`src/rtl/fp16_pkg.sv`:
```
// Shared fp16 field layout, classes and int16 limits for the fp16 <-> int16 converters.
package fp16_pkg;

    localparam int EXP_W = 5;
    localparam int MAN_W = 10;
    localparam int BIAS  = 15;

    localparam logic [15:0] INT16_MAX = 16'h7FFF;
    localparam logic [15:0] INT16_MIN = 16'h8000;

    typedef enum logic [2:0] {
        CLS_ZERO,
        CLS_SUB,
        CLS_NORM,
        CLS_INF,
        CLS_NAN
    } fp_class_t;

    typedef struct packed {
        logic             sign;
        logic [EXP_W-1:0] exp;
        logic [MAN_W-1:0] man;
    } fp16_t;

    function automatic fp_class_t classify(input fp16_t x);
        if (x.exp == '0)
            return (x.man == '0) ? CLS_ZERO : CLS_SUB;
        else if (x.exp == '1)
            return (x.man == '0) ? CLS_INF : CLS_NAN;
        else
            return CLS_NORM;
    endfunction

endpackage

```
`src/rtl/fp16_align_shift.sv`:
```
// Bidirectional aligner: scales an 11-bit significand by 2^(exp_eff-25+FRAC_BITS).
// Combinational; with FP2FIX_RNE_EN defined it also returns guard and sticky bits.
module fp16_align_shift #(
    parameter int FRAC_BITS = 0
) (
    input  logic [10:0] sig,
    input  logic [4:0]  exp_eff,
    output logic [26:0] mag
`ifdef FP2FIX_RNE_EN
    ,
    output logic        guard,
    output logic        sticky
`endif
);

    logic [6:0] k;
    logic [6:0] nk;

    assign k  = 7'(exp_eff) + 7'(FRAC_BITS) - 7'd25;
    assign nk = 7'd0 - k;

`ifdef FP2FIX_RNE_EN
    logic [21:0] wide;

    always_comb begin
        wide   = {sig, 11'b0} >> nk[3:0];
        mag    = '0;
        guard  = 1'b0;
        sticky = 1'b0;
        if (!k[6]) begin
            mag = 27'(sig) << k[3:0];
        end else if (nk >= 7'd12) begin
            sticky = |sig;
        end else begin
            mag    = 27'(wide[21:11]);
            guard  = wide[10];
            sticky = |wide[9:0];
        end
    end
`else
    always_comb begin
        mag = '0;
        if (!k[6])
            mag = 27'(sig) << k[3:0];
        else if (nk < 7'd12)
            mag = 27'(sig >> nk[3:0]);
    end
`endif

endmodule

```
`src/rtl/fp16_to_fixed.sv`:
```
// fp16 -> signed Q(15-FRAC_BITS).FRAC_BITS, 3-stage pipeline, global stall on out_valid & ~out_ready.
// FP2FIX_RNE_EN selects round-half-even; otherwise truncates toward zero.
module fp16_to_fixed
    import fp16_pkg::*;
#(
    parameter int FRAC_BITS = 0,
    parameter int FLAG_EN   = 1
) (
    input  logic        clk,
    input  logic        rst,
    input  logic        in_valid,
    output logic        in_ready,
    input  logic [15:0] in_data,
    output logic        out_valid,
    input  logic        out_ready,
    output logic [15:0] out_data,
    output logic        out_ovf,
    output logic        out_nan
);

    logic stall;
    assign stall    = out_valid & ~out_ready;
    assign in_ready = ~stall;

    // S1: unpack / classify
    logic      s1_vld;
    fp16_t     s1_x;
    fp_class_t s1_cls;

    always_ff @(posedge clk) begin
        if (rst) begin
            s1_vld <= 1'b0;
        end else if (!stall) begin
            s1_vld <= in_valid;
            s1_x   <= fp16_t'(in_data);
            s1_cls <= classify(fp16_t'(in_data));
        end
    end

    // S2: align
    logic [10:0] sig;
    logic [4:0]  exp_eff;
    logic [26:0] mag_c;
    logic        big_c;

    assign sig     = {s1_cls == CLS_NORM, s1_x.man};
    assign exp_eff = (s1_cls == CLS_SUB) ? 5'd1 : s1_x.exp;
    assign big_c   = (s1_cls == CLS_NORM) &&
                     (({1'b0, s1_x.exp} + 6'(FRAC_BITS)) >= 6'(BIAS + 15));

    logic        s2_vld;
    logic        s2_sign;
    fp_class_t   s2_cls;
    logic [26:0] s2_mag;
    logic        s2_big;

`ifdef FP2FIX_RNE_EN
    logic guard_c, sticky_c;
    logic s2_guard, s2_sticky;

    fp16_align_shift #(.FRAC_BITS(FRAC_BITS)) u_align (
        .sig     (sig),
        .exp_eff (exp_eff),
        .mag     (mag_c),
        .guard   (guard_c),
        .sticky  (sticky_c)
    );

    always_ff @(posedge clk) begin
        if (!stall) begin
            s2_guard  <= guard_c;
            s2_sticky <= sticky_c;
        end
    end
`else
    fp16_align_shift #(.FRAC_BITS(FRAC_BITS)) u_align (
        .sig     (sig),
        .exp_eff (exp_eff),
        .mag     (mag_c)
    );
`endif

    always_ff @(posedge clk) begin
        if (rst) begin
            s2_vld <= 1'b0;
        end else if (!stall) begin
            s2_vld  <= s1_vld;
            s2_sign <= s1_x.sign;
            s2_cls  <= s1_cls;
            s2_mag  <= mag_c;
            s2_big  <= big_c;
        end
    end

    // S3: round, saturate, apply sign
    logic [27:0] rmag;
    logic [15:0] data_c;
    logic        ovf_c;
    logic        nan_c;

`ifdef FP2FIX_RNE_EN
    assign rmag = {1'b0, s2_mag} + 28'(s2_guard & (s2_sticky | s2_mag[0]));
`else
    assign rmag = {1'b0, s2_mag};
`endif

    always_comb begin
        data_c = s2_sign ? (16'd0 - rmag[15:0]) : rmag[15:0];
        ovf_c  = 1'b0;
        nan_c  = 1'b0;
        if (s2_cls == CLS_NAN) begin
            data_c = '0;
            nan_c  = 1'b1;
        end else if (!s2_sign && (s2_cls == CLS_INF || s2_big || rmag > 28'd32767)) begin
            data_c = INT16_MAX;
            ovf_c  = 1'b1;
        end else if (s2_sign && (s2_cls == CLS_INF || rmag > 28'd32768)) begin
            data_c = INT16_MIN;
            ovf_c  = 1'b1;
        end
    end

    always_ff @(posedge clk) begin
        if (rst) begin
            out_valid <= 1'b0;
            out_data  <= '0;
            out_ovf   <= 1'b0;
            out_nan   <= 1'b0;
        end else if (!stall) begin
            out_valid <= s2_vld;
            out_data  <= data_c;
            out_ovf   <= ovf_c & (FLAG_EN != 0);
            out_nan   <= nan_c & (FLAG_EN != 0);
        end
    end

endmodule

```
`config.mk`:
```
export PLATFORM = sky130hd
export DESIGN_NAME = fp16_to_fixed
export DESIGN_NICKNAME = d
export VERILOG_FILES = /design/src/rtl/fp16_pkg.sv /design/src/rtl/fp16_align_shift.sv /design/src/rtl/fp16_to_fixed.sv
export SDC_FILE = /design/constraint.sdc
export NUM_CORES = 1
export LEC_CHECK = 0
export CORE_ASPECT_RATIO = 1.4
export CORE_MARGIN = 1.5
export CORE_UTILIZATION = 49
export DETAILED_ROUTE_END_ITERATION = 6
export GPL_TIMING_DRIVEN = 0
export PLACE_DENSITY = 0.7
export SETUP_SLACK_MARGIN = 0.02
export SLEW_MARGIN = 0
export SYNTH_ARGS = -nofsm -noshare
export SYNTH_HDL_FRONTEND = slang
export SYNTH_SLANG_ARGS = --single-unit
```
`constraint.sdc`:
```
create_clock -name clk -period 8.75 [get_ports clk]
set_input_delay 1.75 -clock clk [delete_from_list [all_inputs] [get_ports clk]]
set_output_delay 1.75 -clock clk [all_outputs]
set_load 0.005 [all_outputs]
```
## Word-level counts from Yosys, hierarchy flattened

Cells that the tools add are included.

- Register bits: 72
- Input bits: 20

- Muxes and demuxes: 15
- Magnitude comparators: 4
- Reductions and logical operators: 10
- $add $sub $neg: 3
- Bitwise operators: 4
- Shift operators: 2
- Equality and inequality tests: 5

Operator list:

| kind | count |
|---|---|
| 16-bit 2-to-1 mux | 4 |
| 27-bit 2-to-1 mux | 2 |
| 27-bit by 15-bit > comparator with 1-bit output (second input constant) | 1 |
| 27-bit by 16-bit > comparator with 1-bit output (second input constant) | 1 |
| 11-bit by 4-bit left shift with 27-bit output | 1 |
| 11-bit by 4-bit >> shifter with 27-bit output | 1 |
| 1-bit by 16-bit subtractor with 16-bit output (first input constant) | 1 |
| 10-bit logical NOT | 1 |
| 3-bit 2-to-1 mux | 3 |
| 7-bit by 4-bit < comparator with 1-bit output (second input constant) | 1 |
| 1-bit by 7-bit subtractor with 7-bit output (first input constant) | 1 |
| 3-bit by 2-bit equality test with 1-bit output (second input constant) | 2 |
| 5-bit by 5-bit subtractor with 6-bit output (second input constant) | 1 |
| 5-bit equality test (second input constant) | 1 |
| 5-bit greater-or-equal comparator (second input constant) | 1 |
| 5-bit logical NOT | 1 |
| 1-bit 2-to-1 mux | 5 |
| 5-bit 2-to-1 mux | 1 |
| 3-bit by 1-bit equality test with 1-bit output (second input constant) | 1 |
| 3-bit equality test (second input constant) | 1 |
| 1-bit logical AND | 3 |
| 1-bit logical OR | 3 |
| 1-bit inverter | 3 |
| 2-bit AND reduction | 1 |
| other kinds (2) | 2 |

## Logic depth before layout (Yosys ltp)

Gate-level depths: netlist of the first run.

- Depth in word-level cells: 7
- Mapped depth: 11
- Gate-level depth less buffers: 9

## Cells and area by module

A second synthesis of the first run with hierarchy kept.

- Cells, all modules: 404
- Area total of the unflattened synthesis: 4215.3 um^2

Modules (own cells, without submodules):

| module | cells each | area each (um^2) | seq. area each (um^2) | instances |
|---|---|---|---|---|
| fp16_to_fixed | 239 | 2986.6 | 1951.9 | 1 |
| fp16_align_shift | 165 | 1228.7 | 0.0 | 1 |

## Worst setup path after synthesis of the first run

No wires, ideal clock.

- Path type: in2reg
- Start: input rst
- End: register s1_cls[0], enable pin
- Arrival time: 4.218 ns
- Library setup time: 0.458 ns
- Path slack: 4.074 ns
- Stages: 3
- Required time: 8.292 ns
- Cells stage by stage: clkbuf_1 -> clkbuf_1 -> nor2_1

- Word-level cells in the longest chain between the ends: 2

RTL lines:

| what | RTL line | RTL |
|---|---|---|
| from (decl) | fp16_to_fixed.sv:10 | `input logic rst,` |
| 1-bit inverter (no line) | n/a |  |
| 2-bit AND reduction (no line) | n/a |  |
| to (signal assigned) | fp16_to_fixed.sv:36 | `s1_cls <= classify(fp16_t'(in_data));` |
| to (decl) | fp16_to_fixed.sv:28 | `fp_class_t s1_cls;` |

No other way between the ends.
A chain may end at the register's enable or synchronous reset.

## Final worst setup path of the first run

- Start: input out_ready
- End: output in_ready

- Word-level cells in the longest chain between the ends: 3

RTL lines:

| what | RTL line | RTL |
|---|---|---|
| from (decl) | fp16_to_fixed.sv:15 | `input logic out_ready,` |
| 1-bit inverter | fp16_to_fixed.sv:22 | `assign stall = out_valid & ~out_ready;` |
| 1-bit AND | fp16_to_fixed.sv:22 |  |
| 1-bit inverter (no line) | n/a |  |
| to (decl) | fp16_to_fixed.sv:12 | `output logic in_ready,` |

No other way between the ends.

==> results of run 1 <==
## area by class of cell
cell class                 count  area (sq um)
clock buffer                  10           128
tap                          100           125
timing repair buffer          40           413
sequential                    71          1920
buffer                        20          88.8
fill                         691          3080
clock inverter                 6          67.6
inverter                       8          30.0
multi-input combinational    314          1990
## state kept, by name, summed over array words and instances, names as in the netlist
| signal | flops |
|---|---|
| out_nan | 1 |
| s2_big | 1 |
| s1_cls | 3 |
| s2_sign | 1 |
| s2_mag | 26 |
| out_ovf | 1 |
| s2_vld | 1 |
| s2_cls | 3 |
| out_valid | 1 |
| s1_x | 16 |
| s1_vld | 1 |
| out_data | 16 |
## where the power goes
group	leakage, nW	total (mW)	switching, mW	internal [mW]
logic	0.924	0.146	0.0807	0.0648
clock network	0.101	0.268	0.135	0.133
registers	0.670	0.407	0.0218	0.385
## per-layer routing
| metal | track usage | vias up | wire [um] | part of all wire |
|---|---|---|---|---|
| met5 | 0 | - | 0 | 0 |
| met4 | 0.163 | 0 | 485 | 0.049 |
| met3 | 0.0415 | 31 | 410 | 0.041 |
| met2 | 0.473 | 130 | 5500 | 0.55 |
| met1 | 0.240 | 1563 | 3580 | 0.36 |
| li1 | - | 1660 | - | - |
## synthesized netlist by cell type, types with 2 or more instances
cell | n | area, sq um
a211o_1 | 2 | 17.5
a211oi_1 | 8 | 60.1
a21oi_1 | 22 | 110
a221oi_1 | 2 | 17.5
a22o_1 | 2 | 17.5
a311oi_1 | 4 | 35.0
a31oi_1 | 5 | 31.3
and3_1 | 6 | 37.5
buf_2 | 5 | 25.0
clkbuf_1 | 14 | 52.6
dfxtp_1 | 21 | 420
edfxtp_1 | 50 | 1500
ha_1 | 5 | 62.6
inv_1 | 7 | 26.3
mux2_2 | 4 | 45.0
mux2i_1 | 27 | 270
nand2_1 | 54 | 203
nand2b_1 | 2 | 12.5
nand3_1 | 8 | 40.0
nand3b_1 | 3 | 22.5
nand4_1 | 8 | 50.1
nor2_1 | 31 | 116
nor2b_1 | 10 | 62.6
nor3_1 | 11 | 55.1
nor3b_1 | 3 | 22.5
nor3b_2 | 2 | 25.0
nor4_1 | 9 | 56.3
o211ai_1 | 4 | 30.0
o21a_1 | 3 | 22.5
o21ai_0 | 15 | 75.1
o221ai_1 | 3 | 26.3
o22ai_1 | 11 | 68.8
o31ai_1 | 3 | 22.5
o32ai_1 | 2 | 17.5
or2_2 | 3 | 18.8
or3_1 | 5 | 31.3
or4_1 | 5 | 37.5
xnor2_1 | 4 | 35.0
## through the flow
step	hold slack (ns)	power [mW]	utilization	instance area [sq um]
2_1_floorplan	0.400	0.502	-	4030
3_3_place_gp	0.406	0.555	0.578	4530
3_5_place_dp	0.416	0.558	0.582	4570
4_1_cts	0.437	0.825	0.607	4760
5_1_grt	0.447	0.854	0.608	4770
6_report	0.433	0.820	0.608	4770
## how the worst min path moves through the flow
stage	start	to	cells past startpoint
after global routing	s1_x[15]	s2_sign	0
after floorplan	s1_x[15]	s2_sign	0
after CTS	s1_x[15]	s2_sign	0
after detailed placement	s1_x[15]	s2_sign	0
final	s1_x[15]	s2_sign	0
after global placement	s1_x[15]	s2_sign	0
## critical path, cell delays in order
cell	delay (ns)
clkdlybuf4s50_1	0.40
nor2b_1	0.31
inv_1	0.16
clkdlybuf4s50_1	0.47
## logic make-up after synthesis
logic type               after synthesis  synth area share
AO/OA/AOI/OAI                         96             0.161
XOR/XNOR                               5            0.0109
adder cells (fa/ha/maj)                5            0.0156
buffers and inverters                 28            0.0297
flip-flops                            71             0.480
multiplexers                          31            0.0788
other                                  1          0.000937
AND/OR/NAND/NOR                      169             0.222
==> results.md, run 1 <==
- Vias: between 3000 and 4000
- Core area: 0.00785 sq mm
- CTS Sinks: 71
- Worst-Margin Slew: 0.874 ns
- Dpl ws: 3.88 ns
- Crit path launch: out_ready
- Crit path to: in_ready
- Area growth syn-to-layout: 19.2%
- Fraction of registers with async set/reset: 0
- Unrepaired setup endpoints after global routing: false
- CTS root buf: clkbuf_8
- Vias in the first global route: approximately 3300
- Status: finished clean
- Mapped Cells: slightly above 400
- Leak: approximately 1.7 nW
- Clock slew at reported path FFs: ~0.08 ns
- Final setup violating endpoints: 0
- Layout net count: 489
- Clock tree buffer depth: 2
- Req. time, crit path: 7.00 ns
- Number of CTS-inserted buffers: 9
- WS Path Type: in2out
- Mapped Avg Cell Area: around 9.9 sq um
- Commonest non-fill, non-tap cell in the layout: nand2_1
- Via density: 5.95
- Ant diodes: 0
- Clk_lat worst skew: between 0.3 and 0.4 ns
- Fin. max-slew vios: 0
- Setup TNS: 0 ns
- Max frequency: between 200 and 250 MHz
- Pin count of the biggest net entering global routing: 29
- Final-report hold violation count: 0
- Share of cells above drive strength 1: 0.0853
- Worst Hold Class: reg2reg
- Worst-path maximum fanout: 7
- Period utilisation layout: 0.554
- Ys flop type: edfxtp_1
- VDD IR-drop max: between 0.1 and 0.15 mV
- Die H: around 110 um
- Ports: 40
- Initial core utilization: 0.510
- Hold buffers post-CTS: 0
- PortBufs: 38
- Grt ovf: 0
- Register area share after synthesis: 0.480
- Max_slew headroom: 0.413
- Antenna violations before repair: 0
- WP data arrival: 3.09 ns
- CTS tree: yes
- CP Capture Type: output pin
- Post-synth EDFFs: 50
- Max Cap Violations: 0
- Synth unique cells: 61
- Power Dens Cells: between 150 and 200 mW/mm^2
- Final Routed Wirelength: ~10000 um
- Router iterations before antenna repair: 5
- CTS H-tree lvls: 3
- R2R Path End: s2_mag[2]
- Non-filler cells in the finished layout: roughly 570
- Clock Skews: ~0.0096 ns
- Post-DP HPWL: between 7000 and 8000 um
- Cell Area, Synth: about 0.004 sq mm
- Total GRT Usage: 0.247
- Residual DRC: 0
- Initial DRC Count: 170
- Most frequent cells in the layout: 54 x nand2_1, 50 x edfxtp_1, 38 x clkdlybuf4s50_1
- Die area: roughly 0.0087 sq mm
- Post-DRT Antenna Nets: 0
- Routed WL per cell: ~18 um
- Post-CTS Setup Bufs: 0
- Placed cell count: between 500 and 600
- CP Launch Type: primary input
- Synthesis warning total: 0
- Std-Cell Rows: 38
- Gpl congestion: between 0.9 and 1
- #FFs+latches synth: 71
- FF-to-FF setup slack: around 5.0 ns
- First-pass GRT wire length: approximately 16000 um
- Period minus WS final: between 4 and 5 ns
- Die W: slightly below 80 um
- Worst Setup Slack, final: around 3.9 ns
- Worst r2r path cells: 11
- Worst R2R Start: s1_cls[2]
- # resized after CTS: 0
(Power assumes the default switching activity.)
==> inputs of run 2 (changes only) <==
--- a/config.mk
+++ b/config.mk
@@ -10,7 +10,7 @@
 export CORE_UTILIZATION = 49
 export DETAILED_ROUTE_END_ITERATION = 6
 export GPL_TIMING_DRIVEN = 0
-export PLACE_DENSITY = 0.7
+export PLACE_DENSITY = 0.73
 export SETUP_SLACK_MARGIN = 0.02
 export SLEW_MARGIN = 0
 export SYNTH_ARGS = -nofsm -noshare
==> constraint.sdc (replaced) <==
create_clock -name clk -period 4.2 [get_ports clk]
set_input_delay 0.84 -clock clk [delete_from_list [all_inputs] [get_ports clk]]
set_output_delay 0.84 -clock clk [all_outputs]
set_load 0.005 [all_outputs]
==> results.md, run 2 (synthesis gave the netlist of run 1 again) <==
- Antenna violations before repair: 0 (unchanged)
- Residual DRC: 0 (unchanged)
- Worst R2R Start: s1_cls[2]
- Period utilisation layout: 0.898
- Max frequency: between 200 and 300 MHz
- Pin count of the biggest net entering global routing: 29 (unchanged)
- Max Cap Violations: 0 (unchanged)
- Buf/Inv on CP: 2 (-1)
- Max_slew headroom: 0.0930 (-0.320)
- CTS tree: yes
- Area growth syn-to-layout: 19.5%
- CP most frequent cell: buf_2
- R2R Path End: s2_mag[0]
- Number of CTS-inserted buffers: 9 (unchanged)
- Final-report hold violation count: 0 (unchanged)
- Min-Delay Path Depth: 0 (unchanged)
- Worst r2r path cells: 11 (unchanged)
- Router iterations before antenna repair: 5 (unchanged)
- Worst-Margin Slew: 1.34 ns (+0.468 ns)
- First-pass GRT wire length: 16100 um (+0.91%)
- CTS root buf: clkbuf_8
- Worst Setup Slack, final: 0.427 ns (-3.48 ns)
- VDD IR-drop max: 0.203 mV (+52%)
- Clock Skews: 0.0112 ns (+0.00165 ns)
- Final setup violating endpoints: 0 (unchanged)
- Ant diodes: 0 (unchanged)
- Share of cells above drive strength 1: 0.0833 (-0.00195)
- Grt ovf: 0 (unchanged)
- Req. time, crit path: 4.30 ns (-2.70 ns)
- Unrepaired setup endpoints after global routing: false
- CP max stage delay: 0.65 ns (+0.18 ns)
- Hold path startpoint: s1_x[15]
- # resized after CTS: 0 (unchanged)
- Post-CTS Setup Bufs: 0 (unchanged)
- Initial DRC Count: 149 (-12%)
- CTS H-tree lvls: 3 (unchanged)
- Via density: 6.03 (+1.3%)
- Layout net count: 488 (-0.20%)
- Worst Hold Class: reg2reg
- CTS Sinks: 71 (unchanged)
- Status: finished clean
- Post-DP HPWL: 7600 um (-0.62%)
- Fin. max-slew vios: 0 (unchanged)
- PortBufs: 38 (unchanged)
- Vias in the first global route: 3416 (+4.8%)
- Period minus WS final: between 3 and 4 ns
- Post-DRT Antenna Nets: 0 (unchanged)
- Final Routed Wirelength: 9810 um (-1.6%)
- Vias: 3423 (+1.2%)
- Die W: 79.4 um (unchanged)
- Ports: 40 (unchanged)
- Hold EP: s2_sign
- FF-to-FF setup slack: 0.43 ns (-4.54 ns)
- Die area: 0.00872 sq mm (unchanged)
- Commonest non-fill, non-tap cell in the layout: nand2_1
- Power Dens Cells: 365 mW/mm^2 (+110%)
- Hold buffers post-CTS: 0 (unchanged)
- Leak: 1.69 nW (about the same)
- Core area: 0.00785 sq mm (unchanged)
- Dpl ws: 0.458 ns (-3.42 ns)
- Clock tree buffer depth: 2 (unchanged)
- Total GRT Usage: 0.248 (+0.000263)
- Clk_lat worst skew: 0.37 ns (about the same)
- Cell Chain, Critical Path: or3b_1 > nand2_1 > buf_2 > ha_1 > nor4bb_1 > a211oi_4 > nand3_1 > xor2_1 > nand2b_1 > buf_2 > o221ai_1
- Max reg flops: 26 (unchanged)
- Most frequent cells in the layout: 54 x nand2_1, 50 x edfxtp_1, 38 x clkdlybuf4s50_1
- Clock slew at reported path FFs: 0.08 ns (about the same)
- CP Capture Type: register
- WP data arrival: 3.87 ns (+0.78 ns)
- Die H: 110 um (unchanged)
- Initial core utilization: 0.510 (unchanged)
- Top reg by flops: s2_mag
- Final Instance Area: 0.00478 sq mm (+0.29%)
- Biggest regs: s2_mag x26, out_data x16, s1_x x16
- Worst-path maximum fanout: 12 (+5)
- Largest delay contributor family on the critical path: simple AND/OR/NAND/NOR gates
- Routed WL per cell: 17.3 um (-1.4%)
- WS Path Type: reg2reg
- Std-Cell Rows: 38 (unchanged)
- Slowest CP cell: nor4bb_1
- Gpl congestion: 0.926 (-4.9%)
- CP Launch Type: register
- Post-DP Area: 0.00457 sq mm (unchanged)
[run 2: cell type report]
class	instances	area, sq um
buffer	20	88.8
clock buffer	11	153
clock inverter	5	61.3
fill	687	3060
inverter	8	30.0
multi-input combinational	314	1990
sequential	71	1920
tap	100	125
timing repair buffer	39	408
[run 2: metal layers]
layer  vias to the layer above  part of all wire  track usage
met1                      1583              0.35        0.232
met3                        37             0.040       0.0324
met4                         0             0.061        0.189
met5                         -                 0            0
li1                       1657                 -            -
met2                       146              0.55        0.477
[run 2: worst register-to-register path, delay by kind of cell, from the launching register on]
kind / cells / cell delay (ns)
flip-flops: 1 / 0.49
XOR/XNOR: 1 / 0.17
AO/OA/AOI/OAI: 2 / 0.32
buffers and inverters: 2 / 0.53
AND/OR/NAND/NOR: 5 / 1.76
adder cells (fa/ha/maj): 1 / 0.24
[run 2: worst max path at each step]
stage,from,end,slack [ns],depth (start not counted)
global route,s1_cls[2],s2_mag[1],0.24,11
floorplan,rst,s1_cls[0],0.43,3
detailed placement,s1_cls[2],s2_mag[0],0.46,11
finish,s1_cls[2],s2_mag[0],0.43,11
global placement,out_ready,s1_x[1],-0.67,4
CTS,s1_cls[2],s2_mag[0],0.44,11
[run 2: power breakdown]
part | switching [mW] | internal (mW) | total [mW]
logic | 0.168 | 0.135 | 0.303
clock network | 0.279 | 0.314 | 0.593
registers | 0.0455 | 0.802 | 0.848
total | 0.492 | 1.25 | 1.74
[run 2: per-stage QoR]
step,TNS (ns),power (mW),instances,util,hold slack [ns]
CTS,0,1.75,568,0.610,0.437
detailed placement,0,1.16,552,0.582,0.428
global placement,-33.52,1.15,551,0.578,0.424
global route,0,1.81,568,0.610,0.451
floorplan,0,1.05,413,-,0.400
finish,0,1.74,568,0.610,0.431
==> inputs of run 3 (changes only) <==
--- a/config.mk
+++ b/config.mk
@@ -5,7 +5,6 @@
 export SDC_FILE = /design/constraint.sdc
 export NUM_CORES = 1
 export LEC_CHECK = 0
-export CORE_ASPECT_RATIO = 1.4
 export CORE_MARGIN = 1.5
 export CORE_UTILIZATION = 49
 export DETAILED_ROUTE_END_ITERATION = 6
==> results.md, run 3 (synthesis gave the netlist of run 1 again) <==
- Post-DRT Antenna Nets: 0 (unchanged)
- Levels on crit path: 11 (unchanged)
- Worst-Margin Slew: 1.07 ns (-0.267 ns)
- Most frequent cells in the layout: 54 x nand2_1, 50 x edfxtp_1, 38 x clkdlybuf4s50_1
- Final-report hold violation count: 0 (unchanged)
- Die W: 93.4 um (+18%)
- Area of the multi-input gates: 0.00199 sq mm (unchanged)
- CTS H-tree lvls: 3 (unchanged)
- CTS tree: yes
- PortBufs: 38 (unchanged)
- Clk_lat worst skew: 0.34 ns (-0.03 ns)
- Biggest regs: s2_mag x26, out_data x16, s1_x x16
- Ports: 40 (unchanged)
- CP Capture Type: register
- Min-Delay Path Depth: 0 (unchanged)
- Post-DP Area: 0.00457 sq mm (about the same)
- Cell Chain, Critical Path: or3b_1 > nand2_1 > buf_2 > ha_1 > nor4bb_1 > a211oi_4 > nand3_1 > xor2_1 > nand2b_1 > buf_2 > o221ai_1
- Largest delay contributor family on the critical path: simple AND/OR/NAND/NOR gates
- Max reg flops: 26 (unchanged)
- Number of CTS-inserted buffers: 9 (unchanged)
- Clock Skews: 0.00313 ns (-0.00809 ns)
- CTS root buf: clkbuf_8
- Setup TNS: 0 ns (unchanged)
- Final Instance Area: 0.00477 sq mm (-0.26%)
- Top reg by flops: s2_mag
- Worst-path maximum fanout: 12 (unchanged)
- Final core occ: 0.611 (+0.00133)
- Vias in the first global route: 3262 (-4.5%)
- Unrepaired setup endpoints after global routing: false
- CTS Sinks: 71 (unchanged)
- Total GRT Usage: 0.227 (-0.0205)
- Share of cells above drive strength 1: 0.0833 (unchanged)
- VDD IR-drop max: 0.170 mV (-16%)
- Period utilisation layout: 0.877 (-0.0215)
- Area growth syn-to-layout: 19.2%
- Leak: 1.69 nW (-0.15%)
- Worst Setup Slack, final: 0.517 ns (+0.0904 ns)
- Worst r2r path cells: 11 (unchanged)
- Status: finished clean
- Initial core utilization: 0.513 (+0.00245)
- Router iterations before antenna repair: 4 (-1)
- Req. time, crit path: 4.28 ns (-0.02 ns)
- Initial DRC Count: 167 (+12%)
- Storage cell area: 0.00192 sq mm (unchanged)
- Hold buffers post-CTS: 0 (unchanged)
- Max frequency: 272 MHz (+2.5%)
- CP most frequent cell: buf_2
- Max_slew headroom: 0.274 (+0.181)
- Gpl congestion: 0.933 (+0.77%)
- Vias: 3397 (-0.76%)
- Tot Pwr: 1.70 mW (-2.7%)
- Die area: 0.00872 sq mm (about the same)
- Dpl ws: 0.532 ns (+0.0746 ns)
- CP Launch Type: register
- Std-Cell Rows: 32 (-16%)
- Max Cap Violations: 0 (unchanged)
- Fin. max-slew vios: 0 (unchanged)
- FILL cells: 677 (-1.5%)
- Via density: 5.96 (-1.1%)
- Clock slew at reported path FFs: 0.08 ns (about the same)
- Die H: 93.4 um (-15%)
- Final setup violating endpoints: 0 (unchanged)
- Antenna violations before repair: 0 (unchanged)
- Commonest non-fill, non-tap cell in the layout: nand2_1
- WP data arrival: 3.76 ns (-0.11 ns)
- Residual DRC: 0 (unchanged)
- WS Path Type: reg2reg
- Grt ovf: 0 (unchanged)
- Ant diodes: 0 (unchanged)
- Pin count of the biggest net entering global routing: 27 (-6.9%)
- Routed WL per cell: 16.5 um (-4.7%)
- Buf/Inv on CP: 2 (unchanged)
- Final Routed Wirelength: 9380 um (-4.4%)
- First-pass GRT wire length: 15200 um (-5.2%)
- CP max stage delay: 0.61 ns (-0.04 ns)
- Core area: 0.00781 sq mm (-0.48%)
- # resized after CTS: 0 (unchanged)
- Worst Hold Class: reg2reg
- Layout net count: 488 (unchanged)
- Power Dens Cells: 356 mW/mm^2 (-2.4%)
- Slowest CP cell: nor4bb_1
- Post-CTS Setup Bufs: 0 (unchanged)
- Post-DP HPWL: 7080 um (-6.8%)
- Period minus WS final: 3.68 ns (-0.0904 ns)
- Clock tree buffer depth: 2 (unchanged)
run 3: cell types whose count changed in the layout (fill, tap and decap cells not counted):
cell        delta
clkbuf_8       +1
clkinvlp_4     -1
inv_6          +1
bufinv_16      -1
run 3: area by class of cell:
class,count,area share
Tap cell,102,0.0268
Sequential cell,71,0.403
Clock buffer,12,0.0349
Buffer,20,0.0186
Inverter,8,0.00630
Multi-Input combinational cell,314,0.418
Timing Repair Buffer,39,0.0855
Clock inverter,4,0.00682
run 3: through the flow:
stage          hold WS (ns)  std cells
3_5_place_dp          0.425        554
2_1_floorplan         0.400        413
6_report              0.438        570
4_1_cts               0.448        570
3_3_place_gp          0.406        553
5_1_grt               0.455        570
run 3: report_power, final:
| part | internal (mW) | total (mW) | leakage [nW] | switching, mW |
|---|---|---|---|---|
| Clock | 0.273 | 0.548 | 0.103 | 0.275 |
| Combinational | 0.135 | 0.302 | 0.919 | 0.167 |
| Sequential | 0.802 | 0.847 | 0.670 | 0.0445 |
| Total | 1.21 | 1.70 | 1.69 | 0.487 |
run 3: routing by layer:
layer | wire length (um) | track usage | up-vias
met5 | 0 | 0 | -
met4 | 276 | 0.107 | 0
met3 | 434 | 0.0504 | 23
met2 | 4790 | 0.397 | 120
met1 | 3890 | 0.262 | 1596
li1 | - | - | 1658
run 3: final timing paths:
path	end	from	slack [ns]
max	s2_mag[1]	s1_cls[2]	0.52
min	s2_sign	s1_x[15]	0.44
max reg2reg	s2_mag[1]	s1_cls[2]	0.52
min reg2reg	s2_sign	s1_x[15]	0.44
==> RTL edit 1 (settings of run 3) <==
The option `FP2FIX_RNE_EN` is turned on by a define.
--- a/src/rtl/fp16_align_shift.sv
+++ b/src/rtl/fp16_align_shift.sv
@@ -1,5 +1,7 @@
 // Bidirectional aligner: scales an 11-bit significand by 2^(exp_eff-25+FRAC_BITS).
 // Combinational; with FP2FIX_RNE_EN defined it also returns guard and sticky bits.
+`define FP2FIX_RNE_EN
+
 module fp16_align_shift #(
     parameter int FRAC_BITS = 0
 ) (
Function: changed (Yosys sat finds a counterexample within 4 cycles, from zero or initial values and one cycle with rst high).
==> RTL edit 1 against run 3 <==
  * Power grew 16%
  * Sequential cell count rose by 2
  * Wire length rose by 33%
  * Largest cell class unchanged
  * Via count increased by 31%
  * Final cell count increased by 29%
  * Area after synthesis rose by 25%
  * Clock skew rose by 4.4 ps
  * Design area rose by 23%
  * Worst setup slack got worse by 180 ps
==> RTL edit 1: results <==
export IMPL_outcome="finished, final reports clean"
export IMPL_met1_length_um=5250
export IMPL_ys_top_cells_by_count="58 x nor2_1, 52 x edfxtp_1, 47 x nand2_1"
export IMPL_inverters=12
export IMPL_place_area_um2=5600
export IMPL_internal_power_uw=1390
export IMPL_fin_ws_ps=335
export IMPL_gr_usage_met2_pct=40.4
export IMPL_cp_max_fo=13
export IMPL_nets=628
export IMPL_synth_xor_area_share_pct=5.60
export IMPL_place_ws_ps=-371
export IMPL_grt_use_met3_pct=4.64
export IMPL_rr_endpoint="s2_mag[7]"
export IMPL_num_vias=4446
export IMPL_synth_distinct_cells=75
export IMPL_grt_pass1_vias=4289
export IMPL_grt_max_degree=30
export IMPL_hpwl_um=9460
export IMPL_numClockSinks=73
export IMPL_place_congestion=0.966
export IMPL_clock_cell_area_share_pct=3.87
export IMPL_buf_share_pct=10.3
export IMPL_synth_mux_area_fraction_pct=4.80
export IMPL_wl_met2_um=6130
export IMPL_worst_slew_pin_slew_ps=1300
export IMPL_grt_pass1_wl_um=21100
export IMPL_drtIter0Drc=330
export IMPL_ctsResizeCount=9
export IMPL_ys_seq_area_share_pct=39.6
export IMPL_rr_worst_depth=14
export IMPL_yosys_area_share_adder_pct=2.20
export IMPL_synth_edf_count=52
RTL edit 1: how the worst min path moves through the flow:
stage,cells after the start,to
floorplan,0,s2_sign
global placement,0,s2_sign
detailed placement,0,s2_sign
CTS,0,s2_sign
global route,0,s2_sign
finish,0,s2_sign
RTL edit 1: power by group through the flow:
stage | registers, µW | clock network (µW) | logic [µW]
after global placement | 893 | 0 | 440
final | 877 | 627 | 468
after floorplan | 884 | 0 | 304
after detailed placement | 892 | 0 | 447
after CTS | 876 | 638 | 455
after global routing | 884 | 668 | 513
RTL edit 1: per-stage QoR:
step | hold slack [ps] | std cells
finish | 434 | 738
global route | 436 | 738
CTS | 435 | 737
detailed placement | 412 | 722
global placement | 405 | 721
floorplan | 400 | 550
RTL edit 1: critical path, stage by stage (launching register included):
cell and delay (ps):
edfxtp_1 450, or3b_4 500, and2_1 190, buf_2 190, clkinv_2 180, ha_1 180
nor2b_2 210, and4b_1 240, a221oi_1 330, xnor2_1 130, a211oi_2 170, buf_4 160
nand3_1 140, or2_2 360, o21ai_0 230
==> RTL edit 2 (settings of run 3) <==
Without the edit above. Put one more register stage on the output `out_ovf`. The value now appears one clock later. The other outputs are not delayed to match.
--- a/src/rtl/fp16_to_fixed.sv
+++ b/src/rtl/fp16_to_fixed.sv
@@ -17,6 +17,8 @@
     output logic        out_ovf,
     output logic        out_nan
 );
+
+    logic out_ovf_s0;
 
     logic stall;
     assign stall    = out_valid & ~out_ready;
@@ -124,15 +126,19 @@
         if (rst) begin
             out_valid <= 1'b0;
             out_data  <= '0;
-            out_ovf   <= 1'b0;
+            out_ovf_s0 <= 1'b0;
             out_nan   <= 1'b0;
         end else if (!stall) begin
             out_valid <= s2_vld;
             out_data  <= data_c;
-            out_ovf   <= ovf_c & (FLAG_EN != 0);
+            out_ovf_s0 <= ovf_c & (FLAG_EN != 0);
             out_nan   <= nan_c & (FLAG_EN != 0);
         end
     end
 
+    always_ff @(posedge clk) begin
+        out_ovf <= out_ovf_s0;
+    end
+
 endmodule
 
Function: changed (Yosys sat finds a counterexample within 4 cycles, from zero or initial values and one cycle with rst high).
==> RTL edit 2 against run 3 <==
  * Maximum frequency is 0.67% lower
  * Wire length is 1.7% lower
  * Power is 0.82% lower
  * Design area is 1.3% higher
  * Worst setup slack got worse by 25 ps
  * Area after synthesis rose by 1.8%
  * Sequential cell count is 1 higher
  * Critical path depth unchanged
  * Critical path type unchanged
  * Largest cell class unchanged
==> RTL edit 2: results <==
export IMPL_synth_distinct_cells=67
export IMPL_wl_met2_um=4680
export IMPL_place_congestion=0.931
export IMPL_relSlewSlack_pct=48.4
export IMPL_synthTopCellsByArea="edfxtp_1 37%, dfxtp_1 11%, mux2i_1 6.6%"
export IMPL_grt_util_met1_pct=25.8
export IMPL_power_leakage_uw=0.00173
export IMPL_met1_length_um=3900
export IMPL_nets=489
export IMPL_drive_above_1_share_pct=9.81
export IMPL_critical_path_slowest_cell="or3b_1"
export IMPL_drtIter0Drc=196
export IMPL_grt_pass1_vias=3181
export IMPL_synth_compound_area_share_pct=16.0
export IMPL_powerDensity_nw_per_um2=348
export IMPL_hp_start="out_ovf_s0"
export IMPL_place_ws_ps=517
export IMPL_grt_pass1_wl_um=15200
export IMPL_grt_use_met3_pct=4.37
export IMPL_hpwl_um=6980
export IMPL_clock_skew_ps=13.5
export IMPL_wl_per_cell_um=16.1
export IMPL_routed_wl_um=9220
export IMPL_grt_max_degree=29
export IMPL_synth_xor_area_share_pct=1.08
export IMPL_synth_mux_area_fraction_pct=7.74
export IMPL_dpl_cell_count=558
export IMPL_num_vias=3329
export IMPL_switchingPower_uw=505
export IMPL_gr_usage_met2_pct=39.0
export IMPL_ys_seq_area_share_pct=47.7
export IMPL_grt_usage_pct=22.2
export IMPL_ys_top_cells_by_count="54 x nand2_1, 50 x edfxtp_1, 31 x nor2_1"
export IMPL_yosys_area_share_adder_pct=1.54
export IMPL_place_area_um2=4640
export IMPL_seq_power_share_pct=50.9
export IMPL_clk_power_uw=523
export IMPL_irDropWorstVdd_uv=192
export IMPL_outcome="finished, final reports clean"
[RTL edit 2: cell types whose count changed after synthesis, sizes merged]
cell	delta
and2b	+1
buf	+1
clkbuf	-2
clkdlybuf4s50	+1
dfxtp	+1
nor2b	-1
[RTL edit 2: final timing paths]
check / endpoint / slack [ps] / depth (start not counted)
setup / recovery: s2_mag[2] / 490 / 11
hold / removal: out_ovf / 370 / 0
setup reg to reg: s2_mag[2] / 490 / 11
hold reg to reg: out_ovf / 370 / 0
[RTL edit 2: final cells by class]
| type | count | area [µm²] | area share, % |
|---|---|---|---|
| Multi-Input combinational cell | 314 | 2040 | 42.2 |
| Sequential cell | 72 | 1940 | 40.2 |
| Timing Repair Buffer | 39 | 408 | 8.45 |
| Tap cell | 105 | 131 | 2.72 |
| Clock buffer | 9 | 124 | 2.56 |
| Buffer | 20 | 97.6 | 2.02 |
| Clock inverter | 7 | 61.3 | 1.27 |
| Inverter | 8 | 30.0 | 0.622 |
